### src/rtl/store_buffer.sv
// store_buffer: posted-write FIFO between the MEM stage and data memory.
// Stores retire in one cycle and drain to DMEM in program order. Loads are
// forwarded from the youngest matching buffered store; otherwise they read
// DMEM directly and take priority over the drain for the single DMEM port.
// Optional feature macro: STORE_BUF_COALESCE_EN -- a store to the youngest
// entry's address overwrites that entry instead of allocating a new one.
module store_buffer #(
    parameter int DEPTH = 4,
    parameter int AW    = 7,
    parameter int DW    = 32
) (
    input  logic          clk,
    input  logic          rst_n,
    input  logic          st_valid,
    input  logic [AW-1:0] st_addr,
    input  logic [DW-1:0] st_data,
    output logic          st_stall,
    input  logic          ld_valid,
    input  logic [AW-1:0] ld_addr,
    output logic [DW-1:0] ld_data,
    output logic          ld_hit,
    output logic          mem_we,
    output logic          mem_re,
    output logic [AW-1:0] mem_addr,
    output logic [DW-1:0] mem_wdata,
    input  logic [DW-1:0] mem_rdata,
    input  logic          mem_ready,
    output logic          empty
);

    localparam int PW = $clog2(DEPTH);

    typedef enum logic {IDLE, DRAIN} state_e;

    logic [AW-1:0]  addr_q [DEPTH];
    logic [DW-1:0]  data_q [DEPTH];
    logic [DEPTH-1:0] valid_q;
    logic [PW-1:0]  head_q, tail_q, head_d, tail_d;
    logic [PW:0]    count_q, count_d;
    state_e         state_q;

    logic           full;
    logic           push, pop, coal;
    logic           load_miss;
    logic           match;
    logic [DW-1:0]  match_data;
    logic [PW-1:0]  youngest;

    assign full     = (count_q == (PW+1)'(DEPTH));
    assign empty    = (count_q == '0);
    assign youngest = tail_q - 1'b1;

    // Youngest-match search: scan oldest to youngest so later hits override.
    always_comb begin
        logic [PW-1:0] idx;
        idx        = '0;
        match      = 1'b0;
        match_data = '0;
        for (int i = 0; i < DEPTH; i++) begin
            idx = head_q + PW'(i);
            if (valid_q[idx] && (addr_q[idx] == ld_addr)) begin
                match      = 1'b1;
                match_data = data_q[idx];
            end
        end
    end

    assign ld_hit    = ld_valid & match;
    assign ld_data   = ld_hit ? match_data : mem_rdata;
    assign load_miss = ld_valid & ~match;

    // A load miss owns the DMEM port; the drain write yields for that cycle.
    assign mem_re    = load_miss;
    assign mem_we    = (state_q == DRAIN) & ~load_miss;
    assign mem_addr  = mem_we ? addr_q[head_q] : ld_addr;
    assign mem_wdata = data_q[head_q];
    assign pop       = mem_we & mem_ready;

`ifdef STORE_BUF_COALESCE_EN
    // Merge into the youngest entry unless that entry leaves this cycle.
    assign coal = st_valid && !empty && valid_q[youngest] &&
                  (addr_q[youngest] == st_addr) &&
                  !(pop && (count_q == (PW+1)'(1)));
`else
    assign coal = 1'b0;
`endif

    // A pop in the same cycle never frees space for a stalled push.
    assign st_stall = st_valid & full & ~coal;
    assign push     = st_valid & ~full & ~coal;

    // Next pointer and occupancy values.
    always_comb begin
        head_d  = pop  ? head_q + 1'b1 : head_q;
        tail_d  = push ? tail_q + 1'b1 : tail_q;
        count_d = count_q + (PW+1)'(push) - (PW+1)'(pop);
    end

    // Control state: valid bits, pointers, count and drain FSM.
    always_ff @(posedge clk or negedge rst_n) begin
        if (!rst_n) begin
            valid_q <= '0;
            head_q  <= '0;
            tail_q  <= '0;
            count_q <= '0;
            state_q <= IDLE;
        end else begin
            // NOTE: sequential state uses non-blocking assignments so every
            // register samples pre-edge values regardless of statement order.
            if (pop)  valid_q[head_q] <= 1'b0;
            if (push) valid_q[tail_q] <= 1'b1;
            head_q  <= head_d;
            tail_q  <= tail_d;
            count_q <= count_d;
            case (state_q)
                IDLE:    if (push) state_q <= DRAIN;
                DRAIN:   if (pop && !push && count_q == (PW+1)'(1)) state_q <= IDLE;
                default: state_q <= IDLE;
            endcase
        end
    end

    // Entry storage: written on allocation, data rewritten on coalesce.
    // NOTE: the payload array has no reset; valid_q alone decides whether an
    // entry is live, so stale contents after reset are never observed.
    always_ff @(posedge clk) begin
        if (push) begin
            addr_q[tail_q] <= st_addr;
            data_q[tail_q] <= st_data;
        end
        if (coal) begin
            data_q[youngest] <= st_data;
        end
    end

endmodule

### config.mk
export PLATFORM = sky130hd
export DESIGN_NAME = store_buffer
export DESIGN_NICKNAME = d
export VERILOG_FILES = /design/src/rtl/store_buffer.sv
export SDC_FILE = /design/constraint.sdc
export NUM_CORES = 1
export LEC_CHECK = 0
export ABC_CLOCK_PERIOD_IN_PS = 4900
export BUFFER_PORTS_ARGS = -buffer_cell sky130_fd_sc_hd__buf_2
export CAP_MARGIN = 20
export CORE_UTILIZATION = 45
export CTS_CLUSTER_DIAMETER = 80
export DETAILED_ROUTE_END_ITERATION = 8
export HOLD_SLACK_MARGIN = 0.02
export PLACE_DENSITY_LB_ADDON = 0.08
export SYNTH_ARGS = -nofsm -noshare
export SYNTH_HDL_FRONTEND = slang
export SYNTH_SLANG_ARGS = --single-unit
### constraint.sdc
create_clock -name clk -period 4.9 [get_ports clk]
set_input_delay 0 -clock clk [delete_from_list [all_inputs] [get_ports clk]]
set_output_delay 0 -clock clk [all_outputs]
set_load 0.02 [all_outputs]
==> run summary <==
clock latency on the worst-skew pair: 0.43 ns
H-Tree Depth: 4
Slew HR: 0.2741
clk buf depth: 2
Worst Path Required: 4.90 ns
end point of the worst hold path: data_q[3][15]
Worst-Margin Slew: 1.089 ns
Post-Route WL: 28,890 um
hold path start: st_data[15]
Hold Path Cell Cnt: 2
IO Port Bufs: 158
Routed wire per std cell: 23.36 um
die footprint: 25,380 um^2
DR iter-0 viols: 686
Mapped Nets: 815
final setup vio count: 0
initial antenna violation count: 0
HPWL Detailed: 18,430 um
global-route wire length before repair: 44,520 um
Final min period: 4.634 ns
Crit Path Class: flip-flop to output pin
final hold vios: 0
Die Height: 159.3 um
antenna diode count: 0
RSZ-0062 raised after global routing: no
Worst Path Arrival: 4.63 ns
peak supply drop: 0.3889 mV
Post-layout nets: 995
largest net degree at the start of global routing: 55
Layout area overhead: 19.90%
Hold Path Class: primary input to flip-flop
TNS Setup: 0 ns
leakage power: 4.660 nW
CTS root buffer: clkbuf_16
CP endpoint kind: output pin
Mapped Area: 11,130 um^2
Rows: 57
ys flop type: edfxtp_1
CTS tree: yes
post-synthesis sequential element count: 168
CP peak stage delay: 0.65 ns
most frequent cells in the layout: buf_2 (158), edfxtp_1 (156), mux4_2 (147)
Final GP Congestion: 0.9080
critical path peak fanout: 38
# IOs: 159
Post-synth EDFFs: 156
DRC: 0
DR vias/cell: 6.217
number of CTS-inserted buffers: 17
r2r worst-path depth: 16
clk sinks: 168
reg2reg end: count_q[2]
Tcrit/Tclk final: 0.9457
placed cells: 1,160
post-route ant nets: 0
reg-to-reg slack, setup: 0.44 ns
Final Util: 0.5490
outcome: completed
CP startpoint kind: flip-flop
most common cell after layout, fill and taps aside: buf_2
Core Area: 24,320 um^2
via count: 7,690
reg-to-reg startpoint: head_q[0]
post-synthesis sequential area ratio: 0.4477
worst path cell trace: buf_4, buf_4, mux2i_1, xor2_1, a31oi_1, nor3_4, buf_4, o31ai_4, buf_4, a22oi_1, o21ai_1, buf_2
overall routing resource usage: 0.2331
count of different cell masters after synthesis: 56
Die X: 159.3 um
placed cell area: 12,190 um^2
Synth Warn #: 0
Syn Area/Cell: 15.44 um^2
Critical Path Slowest Stage Cell: buf_4
Initial Util: 0.4578
CP most frequent cell: buf_4
GR Overflow Total: 0
Hold Worst Slack: 0.3119 ns
Cell Pwr Density: 619.5 nW/um^2
drt pass-1 iters: 5
fmax: 215.8 MHz
Non-Filler Instances: 1,237
ys async rst share: 0.07143
Max-cap violations: 0
Final Max Tran Viols: 0
via count of the first global-routing pass: 7,785
clk slew on worst S/H paths: 0.07 ns
fin area: 13,350 um^2
layout cells sized above 1: 0.4206
Setup Skew: 0.009980 ns
cells after synthesis: 721
-- layout make-up --
class                   instances  area [um^2]
fillers                      2002        10970
multi-input cells             470         5769
flip-flops and latches        168         4992
repair buffers                227         1455
clock buffers                  17        425.4
well taps                     324        405.4
clock inverters                14        239.0
inverters                      17        63.81
-- through the flow --
step           worst slack [ns]  total power [mW]
6_report                 0.2660             8.270
5_1_grt                 0.06741             8.716
4_1_cts                 0.01463             8.269
3_5_place_dp             0.4276             6.703
3_3_place_gp             0.5522             6.596
2_1_floorplan            0.4553             5.717
-- critical path: cells and delay by family, from the launching register on --
kind                      cells  cell delay [ns]
AOI/OAI and AO/OA             4             0.65
xor gates and xnor gates      1             0.21
buffers and inverters         5             2.20
DFF                           1             0.60
muxes                         1             0.28
and+or+nand+nor               1             0.20
-- cell families after synthesis --
group,share of synthesized area
fa+ha+maj,0.01304
mux,0.3388
xor+xnor,0.02832
flops,0.4477
compound gates,0.08743
simple gates,0.04652
buf+inv,0.03821
-- state kept, by name, summed over array words and instances (netlist names) --
name / flops
tail_q: 2
addr_q: 28
valid_q: 4
head_q: 2
state_q: 1
data_q: 128
count_q: 3
-- power breakdown --
group,switching [mW],internal (mW),leakage [nW]
logic,2.25,2.24,2.77
registers,0.324,1.92,1.56
clock network,0.611,0.921,0.324
-- per-layer routing --
layer	share of wire	track usage	vias up
met5	0	0	-
li1	-	-	3377
met1	0.42	0.3114	3956
met3	0.065	0.03855	27
met4	0.015	0.06906	0
met2	0.50	0.3937	330
-- worst max-delay path by stage --
stage / from / end / slack [ns] / cells after the start
floorplan: head_q[1] / count_q[2] / 0.46 / 19
global placement: head_q[0] / count_q[2] / 0.55 / 16
detailed placement: head_q[0] / count_q[2] / 0.43 / 16
CTS: head_q[0] / ld_data[3] / 0.01 / 13
global route: head_q[1] / ld_data[22] / 0.07 / 12
finish: head_q[1] / ld_data[30] / 0.27 / 12
-- Yosys cell counts, drive strengths merged, types with 3 or more instances --
cell type  count  area [um^2]
a21o           5        37.54
a21boi         3        22.52
nor3           6        35.03
edfxtp       156         4684
and2           5        31.28
a22o          26        227.7
o21ai         29        145.1
ha            10        125.1
nand4          3        18.77
clkbuf        26        97.59
a211oi         5        37.54
o31ai          7        91.34
nor2b          8        50.05
nand3b         9        67.56
mux2i         45        450.4
a22oi         28        210.2
dfrtp         12        300.3
nand3         10        50.05
nor2           8        30.03
inv           17        63.81
xor2          11        96.34
nand2         43        161.4
mux4         147         3311
a21oi          9        45.04
o2bb2ai        3        26.28
buf           40        264.0
xnor2         25        219.0
-- what timing repair did --
| action | CTS | global route |
|---|---|---|
| resized for setup | 0 | 3 |
| hold buffers | 43 | 0 |
| endpoints found under the hold margin | 174 | 0 |
| buffers inserted | 0 | 1 |
| endpoints found under the setup margin | 0 | 21 |
No activity file was read; power rests on OpenSTA's default activity.
